## src/rtl/cluster_core_data_demux_pkg.sv

```systemverilog
// pulp_cluster_package: shared owner encoding and default TCDM decode for the core data demux.
package pulp_cluster_package;
  typedef enum logic [1:0] {DMX_IDLE, DMX_TCDM, DMX_PERIPH} demux_owner_e;
  localparam logic [31:0] DEF_TCDM_BASE = 32'h1000_0000;
  localparam int DEF_TCDM_MASK_LSB = 20;
endpackage

```

## src/rtl/cluster_core_data_demux_cnt.sv

```systemverilog
// demux_outstanding_cnt: outstanding-transaction counter with full/empty flags and saturation checks.
module demux_outstanding_cnt #(
  parameter int MAX = 4,
  parameter int CNT_W = $clog2(MAX + 1)
) (
  input  logic             clk_i,
  input  logic             rst_ni,
  input  logic             inc,
  input  logic             dec,
  output logic [CNT_W-1:0] cnt,
  output logic [CNT_W-1:0] cnt_nxt,
  output logic             full,
  output logic             empty
);
  assign cnt_nxt = inc == dec ? cnt : inc ? cnt + 1'b1 : cnt - 1'b1;
  assign full = cnt == CNT_W'(MAX);
  assign empty = cnt == '0;
  always_ff @(posedge clk_i or negedge rst_ni) begin
    if (!rst_ni) cnt <= '0;
    else cnt <= cnt_nxt;
  end
  always @(posedge clk_i) begin
    if (rst_ni) begin
      assert (!(inc && !dec && full)) else $error("outstanding counter overflow");
      assert (!(dec && !inc && empty)) else $error("outstanding counter underflow");
    end
  end
endmodule

```

## src/rtl/cluster_core_data_demux.sv

```systemverilog
// cluster_core_data_demux: steers core data accesses to TCDM or periph, keeping responses in order.
// Optional CLUSTER_ALIAS_EN also decodes the cluster alias region as TCDM.
module cluster_core_data_demux
  import pulp_cluster_package::*;
#(
  parameter int ADDR_WIDTH = 32,
  parameter int DATA_WIDTH = 32,
  parameter int BE_WIDTH = DATA_WIDTH / 8,
  parameter logic [ADDR_WIDTH-1:0] TCDM_BASE = DEF_TCDM_BASE,
  parameter int TCDM_MASK_LSB = DEF_TCDM_MASK_LSB,
  parameter logic [ADDR_WIDTH-1:0] CLUSTER_ALIAS_BASE = 32'h0000_0000,
  parameter int MAX_OUTSTANDING = 4,
  parameter int CNT_W = $clog2(MAX_OUTSTANDING + 1)
) (
  input  logic                  clk_i,
  input  logic                  rst_ni,
  input  logic                  data_req_i,
  input  logic [ADDR_WIDTH-1:0] data_add_i,
  input  logic                  data_wen_i,
  input  logic [DATA_WIDTH-1:0] data_wdata_i,
  input  logic [BE_WIDTH-1:0]   data_be_i,
  output logic                  data_gnt_o,
  output logic                  data_r_valid_o,
  output logic [DATA_WIDTH-1:0] data_r_rdata_o,
  output logic                  data_r_opc_o,
  output logic                  tcdm_req_o,
  output logic [ADDR_WIDTH-1:0] tcdm_add_o,
  output logic                  tcdm_wen_o,
  output logic [DATA_WIDTH-1:0] tcdm_data_o,
  output logic [BE_WIDTH-1:0]   tcdm_be_o,
  input  logic                  tcdm_gnt_i,
  input  logic                  tcdm_r_valid_i,
  input  logic [DATA_WIDTH-1:0] tcdm_r_data_i,
  output logic                  periph_req_o,
  output logic [ADDR_WIDTH-1:0] periph_add_o,
  output logic                  periph_wen_o,
  output logic [DATA_WIDTH-1:0] periph_wdata_o,
  output logic [BE_WIDTH-1:0]   periph_be_o,
  input  logic                  periph_gnt_i,
  input  logic                  periph_r_valid_i,
  input  logic [DATA_WIDTH-1:0] periph_r_rdata_i,
  input  logic                  periph_r_opc_i,
  output logic                  spurious_rsp_o
);
  demux_owner_e owner, owner_nxt, target;
  logic is_tcdm, fwd_req, own_rsp, rsp, stray, full, empty;
  logic [CNT_W-1:0] cnt, cnt_nxt;
  logic [ADDR_WIDTH-TCDM_MASK_LSB-1:0] region;
  assign region = data_add_i[ADDR_WIDTH-1:TCDM_MASK_LSB];
`ifdef CLUSTER_ALIAS_EN
  assign is_tcdm = region == TCDM_BASE[ADDR_WIDTH-1:TCDM_MASK_LSB] ||
                   region == CLUSTER_ALIAS_BASE[ADDR_WIDTH-1:TCDM_MASK_LSB];
`else
  logic unused_alias;
  assign unused_alias = ^CLUSTER_ALIAS_BASE;
  assign is_tcdm = region == TCDM_BASE[ADDR_WIDTH-1:TCDM_MASK_LSB];
`endif
  assign {tcdm_add_o, tcdm_wen_o, tcdm_data_o, tcdm_be_o} = {data_add_i, data_wen_i, data_wdata_i, data_be_i};
  assign {periph_add_o, periph_wen_o, periph_wdata_o, periph_be_o} = {data_add_i, data_wen_i, data_wdata_i, data_be_i};
  // A different target may only be entered once the current owner has fully drained.
  always_comb begin
    target = is_tcdm ? DMX_TCDM : DMX_PERIPH;
    fwd_req = data_req_i && (owner == DMX_IDLE || (owner == target && !full));
    tcdm_req_o = fwd_req && is_tcdm;
    periph_req_o = fwd_req && !is_tcdm;
    data_gnt_o = fwd_req && (is_tcdm ? tcdm_gnt_i : periph_gnt_i);
    own_rsp = owner == DMX_TCDM ? tcdm_r_valid_i : owner == DMX_PERIPH ? periph_r_valid_i : 1'b0;
    rsp = own_rsp && !empty;
    stray = (tcdm_r_valid_i && owner != DMX_TCDM) || (periph_r_valid_i && owner != DMX_PERIPH) ||
            (own_rsp && empty);
    data_r_valid_o = rsp;
    data_r_rdata_o = owner == DMX_PERIPH ? periph_r_rdata_i : tcdm_r_data_i;
    data_r_opc_o = owner == DMX_PERIPH && periph_r_opc_i;
    owner_nxt = data_gnt_o ? target : cnt_nxt == '0 ? DMX_IDLE : owner;
  end
  demux_outstanding_cnt #(.MAX(MAX_OUTSTANDING), .CNT_W(CNT_W)) u_cnt (
    .clk_i  (clk_i),
    .rst_ni (rst_ni),
    .inc    (data_gnt_o),
    .dec    (rsp),
    .cnt    (cnt),
    .cnt_nxt(cnt_nxt),
    .full   (full),
    .empty  (empty)
  );
  always_ff @(posedge clk_i or negedge rst_ni) begin
    if (!rst_ni) begin
      owner <= DMX_IDLE;
      spurious_rsp_o <= 1'b0;
    end else begin
      owner <= owner_nxt;
      spurious_rsp_o <= spurious_rsp_o || stray;
    end
  end
endmodule

```

## config.mk

```make
export PLATFORM = sky130hd
export DESIGN_NAME = cluster_core_data_demux
export DESIGN_NICKNAME = d
export VERILOG_FILES = /design/src/rtl/cluster_core_data_demux_pkg.sv /design/src/rtl/cluster_core_data_demux_cnt.sv /design/src/rtl/cluster_core_data_demux.sv
export SDC_FILE = /design/constraint.sdc
export NUM_CORES = 1
export LEC_CHECK = 0
export CAP_MARGIN = 20
export CORE_AREA = 2 2 124 126
export CTS_CLUSTER_DIAMETER = 40
export DETAILED_ROUTE_END_ITERATION = 7
export DIE_AREA = 0 0 126 128
export PLACE_DENSITY = 0.62
export SETUP_SLACK_MARGIN = 0.15
export SYNTH_ARGS = -nofsm -noshare
export SYNTH_HDL_FRONTEND = slang
export SYNTH_HIERARCHICAL = 1
export SYNTH_SLANG_ARGS = --single-unit
```

## constraint.sdc

```tcl
create_clock -name clk_i -period 4.85 [get_ports clk_i]
set_input_delay 0.485 -clock clk_i [delete_from_list [all_inputs] [get_ports clk_i]]
set_output_delay 0.485 -clock clk_i [all_outputs]
set_load 0.02 [all_outputs]
```

==> flow_metrics.py <==
metrics = {
    "timing": {
        "fin_crit_sh_pct": 66.4,
        "whs_ps": 489,
        "worstMarginPinSlew_ps": 988,
        "skew_ps": 1.19,
        "hold_viol": 0,
        "slew_headroom_pct": 34.0,
        "finalCriticalPeriod_ps": 3220,
        "fmax_ghz": 0.310,
        "rsz0062_at_grt": "false",
        "fin_tns_setup_ps": 0,
        "final_max_slew_viol_count": 0,
        "setup_viol": 0,
    },
    "cts": {
        "cts.path.max_buffers": 2,
        "cts_tree": "built",
        "clkTransAtPathRegs_ps": 30,
        "cts_buffers": 3,
        "cts_hold_buf": 0,
        "cts_setup_buffers": 0,
        "clock_sinks": 6,
        "clk_latency_ps": 220,
        "clockRootBuffer": "clkbuf_16",
        "htreeDepth": 1,
        "postCtsResizedCells": 0,
    },
    "die": {
        "start_util_pct": 12.4,
        "die_w_microns": 126,
        "die_h_microns": 128,
        "io_pins": 317,
        "num_rows": 45,
        "fp.dieArea_sq_um": 16100,
        "core-area_sq_um": 14900,
    },
    "synth": {
        "syn_nets": 361,
        "synthCells": 219,
        "async_flop_share_pct": 100,
        "synth_cell_types": 24,
        "synth-seq-area-share_pct": 8.15,
        "postSynthAreaPerCell_sq_um": 8.41,
        "synth-main-ff-cell": "dfrtp_1",
        "ys_seq_elements": 6,
        "yosysWarnings": 6,
        "synth_edf_count": 0,
        "synthesis.area_sq_um": 1840,
    },
    "grt": {
        "grt_use_total_pct": 6.06,
        "grt_pass1_vias": 1433,
        "grt_start_max_net_pins": 36,
        "antenna_found_initial": 0,
        "grt_pass1_wl_mm": 7.79,
        "overflow": 0,
    },
    "setup_path": {
        "cp_common_cell": "nand2_1",
        "crit_arrival_ps": 3320,
        "slowest_stage": "or4_4",
        "path_class": "in2reg",
        "crit_path_end_kind": "flop",
        "start_kind": "input port",
        "cp_max_fo": 5,
        "cp_data_required_time_ps": 4950,
        "cp_cell_sequence": "clkdlybuf4s50_1 -> or4_4 -> nor3b_2 -> nand3_1 -> nand2_1 -> inv_1 -> fa_1 -> nor2b_1 -> a21oi_1 -> xnor2_1 -> o31ai_1 -> nand2_1",
        "cp_slowest_stage_delay_ps": 570,
    },
    "detailed_routing": {
        "routedWlPerCell_microns": 13.4,
        "ant_nets": 0,
        "route.vias.total": 1338,
        "drc": 0,
        "wirelength_mm": 5.52,
        "dr.pass1.iters": 2,
        "drt-initial-drc-count": 19,
        "via_per_inst": 3.24,
    },
    "placed_design": {
        "placed_cell_area_sq_um": 2470,
        "gp_congestion": 0.686,
        "hpwlAfterDp_mm": 4.58,
        "numPortBuffers": 145,
    },
    "cells_and_area": {
        "nFillCells": 1644,
        "layout_commonest_cell": "clkdlybuf4s50_1",
        "ff_latch_area_sq_um": 150,
        "nets": 369,
        "multi_input_area_sq_um": 628,
        "syn_to_final_growth_pct": 38.3,
        "layout_common_cells": "145 x clkdlybuf4s50_1, 29 x mux2_2, 6 x nand2_1, 6 x dfrtp_1, 4 x mux2_1",
        "drive_above_1_share_pct": 16.0,
        "diodes": 0,
        "final_area_sq_um": 2550,
    },
    "run": {
        "max_cap_viol_count": 0,
    },
    "power_and_ir_drop": {
        "p_leak_nw": 0.899,
        "power.density_nw_per_um2": 339,
        "finalPower_mw": 0.863,
        "ir_worst_vdd_mv": 0.203,
    },
    "min_path": {
        "hold_class": "reg2reg",
    },
    "run_status": {
        "status": "finished, final reports clean",
    },
}
## area by class of cell
cell class / instances / area share (%)
timing repair buffer: 145 / 57.0
sequential: 6 / 5.89
clock buffer: 3 / 2.95
inverter: 2 / 0.295
multi-input combinational: 69 / 24.7
tap: 188 / 9.23
## worst max-delay path: cells and delay by family
kind	cells	cell delay [ps]
buf+inv	2	540
compound gates	2	450
simple gates	6	1330
fa+ha+maj	1	370
xor+xnor	1	130
## cells by family after synthesis
group / Yosys count / synth area share (%)
DFF: 6 / 8.15
buffers and inverters: 144 / 58.2
and+or+nand+nor: 25 / 8.56
xor gates and xnor gates: 3 / 1.43
adders and majority gates: 1 / 1.09
AOI/OAI and AO/OA: 7 / 2.45
muxes: 33 / 20.2
## Yosys cell counts, types with 3 or more instances
library cell / count / area share [%]
a21oi_1: 3 / 0.81
buf_4: 141 / 57
dfrtp_1: 6 / 8.2
mux2_1: 4 / 2.4
mux2_2: 29 / 18
nand2_1: 6 / 1.2
nor4b_1: 3 / 1.4
xnor2_1: 3 / 1.4
## per-stage QoR
step | util (%) | setup WS [ps] | std cells
floorplan | - | 2000 | 219
global placement | 16.6 | 1470 | 410
detailed placement | 16.6 | 1280 | 410
CTS | 17.1 | 1470 | 413
global route | 17.1 | 1280 | 413
finish | 17.1 | 1630 | 413
## final timing paths
| check | from | endpoint | slack (ps) | cells past startpoint |
|---|---|---|---|---|
| hold reg to reg | spurious_rsp_o | spurious_rsp_o | 490 | 1 |
| min in group asynchronous | rst_ni | u_cnt/cnt[0] | 510 | 1 |
| setup / recovery | data_add_i[22] | owner[1] | 1630 | 12 |
| max in group asynchronous | rst_ni | owner[0] | 4130 | 1 |
| setup reg to reg | owner[1] | owner[1] | 1930 | 7 |
| hold / removal | spurious_rsp_o | spurious_rsp_o | 490 | 1 |
## routing by layer
layer	vias up	global-route usage, %	routed length, microns
met5	-	0	0
met4	0	3.49	296
met3	40	4.47	993
met2	136	10.1	2580
met1	570	5.30	1650
li1	592	-	-
## registers in the layout, summed over array words and instances, names as in the netlist
name,flops
spurious_rsp_o,1
owner,2
u_cnt/cnt,3
## power breakdown
part           switching (mW)  total, mW  internal [mW]
sequential             0.0260     0.0946         0.0686
clock                  0.0264      0.132          0.106
combinational           0.292      0.636          0.345
Note: power is estimated with default switching activity, not from simulation.
